## config.mk

```make
export PLATFORM = sky130hd
export DESIGN_NAME = handshake_sender
export DESIGN_NICKNAME = d
export VERILOG_FILES = /design/src/rtl/handshake_sender.sv
export SDC_FILE = /design/constraint.sdc
export NUM_CORES = 1
export LEC_CHECK = 0
export CAP_MARGIN = 40
export CORE_UTILIZATION = 51
export DETAILED_ROUTE_END_ITERATION = 12
export HOLD_SLACK_MARGIN = 0.03
export PLACE_DENSITY = 0.76
export SLEW_MARGIN = 20
export SYNTH_ARGS = -nofsm -noshare
export SYNTH_HDL_FRONTEND = slang
export SYNTH_SLANG_ARGS = --single-unit
```

## constraint.sdc

```tcl
create_clock -name clk -period 5 [get_ports clk]
set_input_delay 1 -clock clk [delete_from_list [all_inputs] [get_ports clk]]
set_output_delay 1 -clock clk [all_outputs]
set_load 0.02 [all_outputs]
```

## src/rtl/handshake_sender.sv

```systemverilog
// handshake_sender: buffers producer words in a small FIFO and transmits each one
// to a peripheral over a four-phase send/ack handshake, with an ack timeout so a
// dead peripheral cannot stall the producer forever.
module handshake_sender #(
  parameter int unsigned DATA_W  = 16,
  parameter int unsigned DEPTH   = 4,
  parameter int unsigned TIMEOUT = 255
) (
  input  logic              clk,
  input  logic              rst,
  input  logic              wr_valid,
  input  logic [DATA_W-1:0] wr_data,
  output logic              wr_ready,
  output logic              send,
  output logic [DATA_W-1:0] data_out,
  input  logic              ack_in,
  output logic              busy,
  output logic              timeout_err,
  input  logic              err_clr,
  output logic [15:0]       sent_count
);

  localparam int unsigned PTR_W = (DEPTH > 1) ? $clog2(DEPTH) : 1;
  localparam int unsigned CNT_W = $clog2(DEPTH + 1);
  localparam int unsigned TMR_W = (TIMEOUT > 1) ? $clog2(TIMEOUT) : 1;

  typedef enum logic [1:0] {
    S_IDLE,
    S_REQ,
    S_RELEASE
  } state_t;

  state_t            r_state;
  logic [DATA_W-1:0] r_mem [DEPTH];
  logic [PTR_W-1:0]  r_wr_ptr;
  logic [PTR_W-1:0]  r_rd_ptr;
  logic [CNT_W-1:0]  r_count;
  logic [TMR_W-1:0]  r_timer;
  logic              r_send;
  logic [DATA_W-1:0] r_data;
  logic              r_err;
  logic [15:0]       r_sent;

  logic w_full;
  logic w_empty;
  logic w_push;
  logic w_pop;
  logic w_timeout;

  // FIFO status and handshake decode; a full FIFO refuses writes even when popping
  assign w_full    = (r_count == CNT_W'(DEPTH));
  assign w_empty   = (r_count == '0);
  assign w_push    = wr_valid && !w_full;
  assign w_pop     = (r_state == S_IDLE) && !w_empty;
  assign w_timeout = (r_state == S_REQ) && !ack_in && (r_timer == TMR_W'(TIMEOUT - 1));

  assign wr_ready    = !w_full;
  assign busy        = (r_state != S_IDLE) || !w_empty;
  assign send        = r_send;
  assign data_out    = r_data;
  assign timeout_err = r_err;
  assign sent_count  = r_sent;

  // FIFO storage; contents need no reset since count gates every read
  always_ff @(posedge clk) begin
    if (w_push) begin
      r_mem[r_wr_ptr] <= wr_data;
    end
  end

  // FIFO pointers and occupancy
  always_ff @(posedge clk) begin
    if (rst) begin
      r_wr_ptr <= '0;
      r_rd_ptr <= '0;
      r_count  <= '0;
    end else begin
      if (w_push) begin
        r_wr_ptr <= r_wr_ptr + PTR_W'(1);
      end
      if (w_pop) begin
        r_rd_ptr <= r_rd_ptr + PTR_W'(1);
      end
      case ({w_push, w_pop})
        2'b10:   r_count <= r_count + CNT_W'(1);
        2'b01:   r_count <= r_count - CNT_W'(1);
        default: r_count <= r_count;
      endcase
    end
  end

  // Handshake FSM with registered send/data_out, timeout timer and counters
  always_ff @(posedge clk) begin
    if (rst) begin
      r_state <= S_IDLE;
      r_send  <= 1'b0;
      r_data  <= '0;
      r_timer <= '0;
      r_err   <= 1'b0;
      r_sent  <= '0;
    end else begin
      case (r_state)
        S_IDLE: begin
          if (!w_empty) begin
            r_data  <= r_mem[r_rd_ptr];
            r_send  <= 1'b1;
            r_timer <= '0;
            r_state <= S_REQ;
          end
        end
        S_REQ: begin
          if (ack_in) begin
            r_send  <= 1'b0;
            r_sent  <= r_sent + 16'd1;
            r_state <= S_RELEASE;
          end else if (w_timeout) begin
            r_send  <= 1'b0;
            r_state <= S_RELEASE;
          end else begin
            r_timer <= r_timer + TMR_W'(1);
          end
        end
        S_RELEASE: begin
          // wait for the peripheral to drop ack before the next request
          if (!ack_in) begin
            r_state <= S_IDLE;
          end
        end
        default: begin
          r_state <= S_IDLE;
          r_send  <= 1'b0;
        end
      endcase

      // a timeout in the same cycle as a clear leaves the flag set
      if (w_timeout) begin
        r_err <= 1'b1;
      end else if (err_clr) begin
        r_err <= 1'b0;
      end
    end
  end

endmodule

```

==> results.sh <==
export IMPL_synth_area_leader_cell="edfxtp_1"
export IMPL_post_cts_buffers=0
export IMPL_fin_skew_ns=0.00713
export IMPL_required_ns=4.00
export IMPL_synth_top_cell_area_share_pct=42.1
export IMPL_drt_pass1_iterations=4
export IMPL_final_seq_area_um2=2940
export IMPL_syn_instance_count=354
export IMPL_cts_hold_buf=0
export IMPL_grt_setup_unrepaired="no"
export IMPL_die_h_um=96.6
export IMPL_die_area_um2=9330
export IMPL_power_total_mw=3.18
export IMPL_holdCritPathClass="reg -> reg"
export IMPL_initial_core_util_pct=52.6
export IMPL_reg2reg_from="r_state[0]"
export IMPL_grt_met1_usage_pct=26.7
export IMPL_io_buffers=56
export IMPL_powerDensity_nw_per_um2=540
export IMPL_slowest_stage="clkdlybuf4s50_1"
export IMPL_crit_family="buffers and inverters"
export IMPL_grt_antenna_before_repair=0
export IMPL_ctsRootBufferMaster="clkbuf_8"
export IMPL_synth_edf_count=64
export IMPL_gr_usage_met3_pct=7.90
export IMPL_grt_pass1_wl_um=14500
export IMPL_drc_errors=0
export IMPL_fill_cells=621
export IMPL_setup_viol=0
export IMPL_pin_count=57
export IMPL_ys_seq_area_share_pct=64.5
export IMPL_hold_depth=2
export IMPL_drive_gt1_share_pct=14.6
export IMPL_synthArstFlopShare_pct=0
export IMPL_postCtsResizedCells=0
export IMPL_netlist_top_cells_area="edfxtp_1 (42%), dfxtp_1 (22%), mux4_2 (7.9%)"
export IMPL_setup_tns_ns=0
export IMPL_fin_crit_sh_pct=57.7
export IMPL_drv_cap=0
export IMPL_cp_start_kind="flip-flop"
export IMPL_hold_start="data_out[1]"
export IMPL_cts_buffers_inserted=17
export IMPL_vias_per_cell=5.52
export IMPL_synthesis_nets=384
export IMPL_worst_hold_path_endpoint="data_out[1]"
export IMPL_fin_util_pct=67.9
export IMPL_clk_latency_ns=0.51
export IMPL_n_antenna_cell=0
export IMPL_fp_coreArea_um2=8680
export IMPL_dpl_hpwl_um=5610
export IMPL_crit_chain="or3b_1, clkdlybuf4s50_1"
export IMPL_grt_max_degree=28
export IMPL_num_rows=34
export IMPL_ys_types=42
export IMPL_clkSinkCount=115
export IMPL_synth_top_flop_cell="edfxtp_1"
export IMPL_slew_headroom_pct=62.9
export IMPL_htree_levels=4
export IMPL_multiInputGateArea_um2=1520
export IMPL_cp_data_arrival_time_ns=1.88
export IMPL_critPathMaxFanout=6
export IMPL_outcome="finished, final reports clean"
export IMPL_routedWlPerCell_um=16.7
export IMPL_clock_path_buffers=2
export IMPL_hold_viol_final=0
export IMPL_ant_nets=0
export IMPL_clk_pin_slew_worst_paths_ns=0.06
export IMPL_ys_warn_count=0
export IMPL_drtIter0Drc=136
export IMPL_globalRouteOverflowTotal=0
export IMPL_use_met2_pct=36.0
export IMPL_timing_fmax_mhz=347
export IMPL_grt_busiest_layer="met2"
export IMPL_r2r_end="r_count[2]"
export IMPL_cts_tree="built"
export IMPL_syn_to_final_growth_pct=29.1
export IMPL_max_stage_delay_ns=0.57
export IMPL_gp_congestion=0.819
export IMPL_hold_ws_ns=0.457
export IMPL_end_kind="output port"
export IMPL_ys_ff_latch=115
export IMPL_die_w_um=96.6
export IMPL_totalWireLength_um=9100
export IMPL_grt_pass1_vias=2930
export IMPL_vias=3011
export IMPL_critPathBufInv=1
export IMPL_synth_area_um2=4560
export IMPL_syn_area_per_cell_um2=12.9
export IMPL_worst_slew_pin_slew_ns=0.556
export IMPL_track_usage_pct=22.0
export IMPL_worst_setup_path_type="reg -> out"
export IMPL_drv_slew=0
export IMPL_reg2regPathDepth=9
export IMPL_min_period_ns=2.88
export IMPL_leakage_nw=2.01
export IMPL_fin_nets=454
export IMPL_peakVddDrop_uv=406
export IMPL_regToRegSetupSlack_ns=2.47
sequential cells by signal, summed over array words and instances, names as in the netlist:
register     cells
r_rd_ptr         2
timeout_err      1
send             1
data_out        16
r_state          2
r_count          3
r_mem           64
r_timer          8
sent_count      16
r_wr_ptr         2
where the power goes:
| part | internal, mW | total (mW) | switching, mW |
|---|---|---|---|
| Combinational | 0.358 | 0.793 | 0.435 |
| Sequential | 1.15 | 1.23 | 0.0849 |
| Clock | 0.714 | 1.16 | 0.443 |
synth_stat cells (3+ instances only):
cell type and instances:
nor2b_1 3, edfxtp_1 64, nand2_1 45, a21oi_1 34
and3_1 6, nand3_1 15, nor2_1 19, xnor2_1 5
nand2b_1 3, xor2_1 8, o21ai_0 8, or3_1 8
dfxtp_1 51, mux4_2 16, a311oi_1 3, nand4_1 4
ha_1 8, clkbuf_1 11, inv_1 11, nor3_1 4
kinds of logic after synthesis:
family / count (synthesis) / share of synthesized area (%)
AND/OR/NAND/NOR: 120 / 13.3
flip-flops: 115 / 64.5
AO/OA/AOI/OAI: 54 / 6.72
buffers and inverters: 26 / 2.19
multiplexers: 17 / 8.14
XOR/XNOR: 13 / 2.50
adder cells (fa/ha/maj): 9 / 2.63
stage by stage:
stage	cell area (µm²)	setup WS (ns)	cells
4_1_cts	5860	2.02	543
5_1_grt	5890	2.01	545
3_5_place_dp	5290	1.98	511
2_1_floorplan	4560	2.56	354
6_report	5890	2.12	545
3_3_place_gp	5220	2.05	506
worst register-to-register path: stages (launching register included):
cell and delay (ns):
dfxtp_1 0.37, nor2_1 0.20, nand2b_1 0.25, inv_2 0.36
ha_1 0.26, inv_1 0.06, fa_1 0.37, xor2_1 0.16
or3_1 0.30, a21oi_1 0.14
placed cells by master (no fill, tap or decap), drive strengths merged, types with 4 or more instances in the layout:
cell type / Yosys / routed
edfxtp: 64 / 64
clkdlybuf4s50: 0 / 56
dfxtp: 51 / 51
nand2: 45 / 45
a21oi: 34 / 34
nor2: 19 / 19
clkbuf: 11 / 18
inv: 12 / 17
mux4: 16 / 16
nand3: 15 / 15
o21ai: 9 / 9
buf: 3 / 9
or3: 8 / 8
xor2: 8 / 8
ha: 8 / 8
and3: 6 / 6
xnor2: 5 / 5
clkinv: 0 / 5
nor3: 4 / 4
nand4: 4 / 4
metal layers:
metal	part of all wire (%)	routed length, µm
met5	0	0
met4	1.7	152
met3	4.6	420
met2	50	4550
met1	44	3980
how the worst max path moves through the flow:
stage / start / cells past startpoint / to / slack (ns)
final: r_count[2] / 2 / wr_ready / 2.12
after global routing: r_count[0] / 3 / busy / 2.01
after CTS: r_state[0] / 9 / r_count[2] / 2.02
after detailed placement: wr_valid / 9 / r_count[2] / 1.98
after global placement: wr_valid / 9 / r_count[2] / 2.05
after floorplan: wr_valid / 8 / r_count[2] / 2.56
cell type report:
cell class,count,share of cell area (%)
sequential,115,50.0
multi-input combinational,213,25.8
clock buffer,18,7.10
clock inverter,14,2.57
inverter,12,0.765
timing repair buffer,65,11.5
tap,108,2.29
No activity file was read; power rests on OpenSTA's default activity.
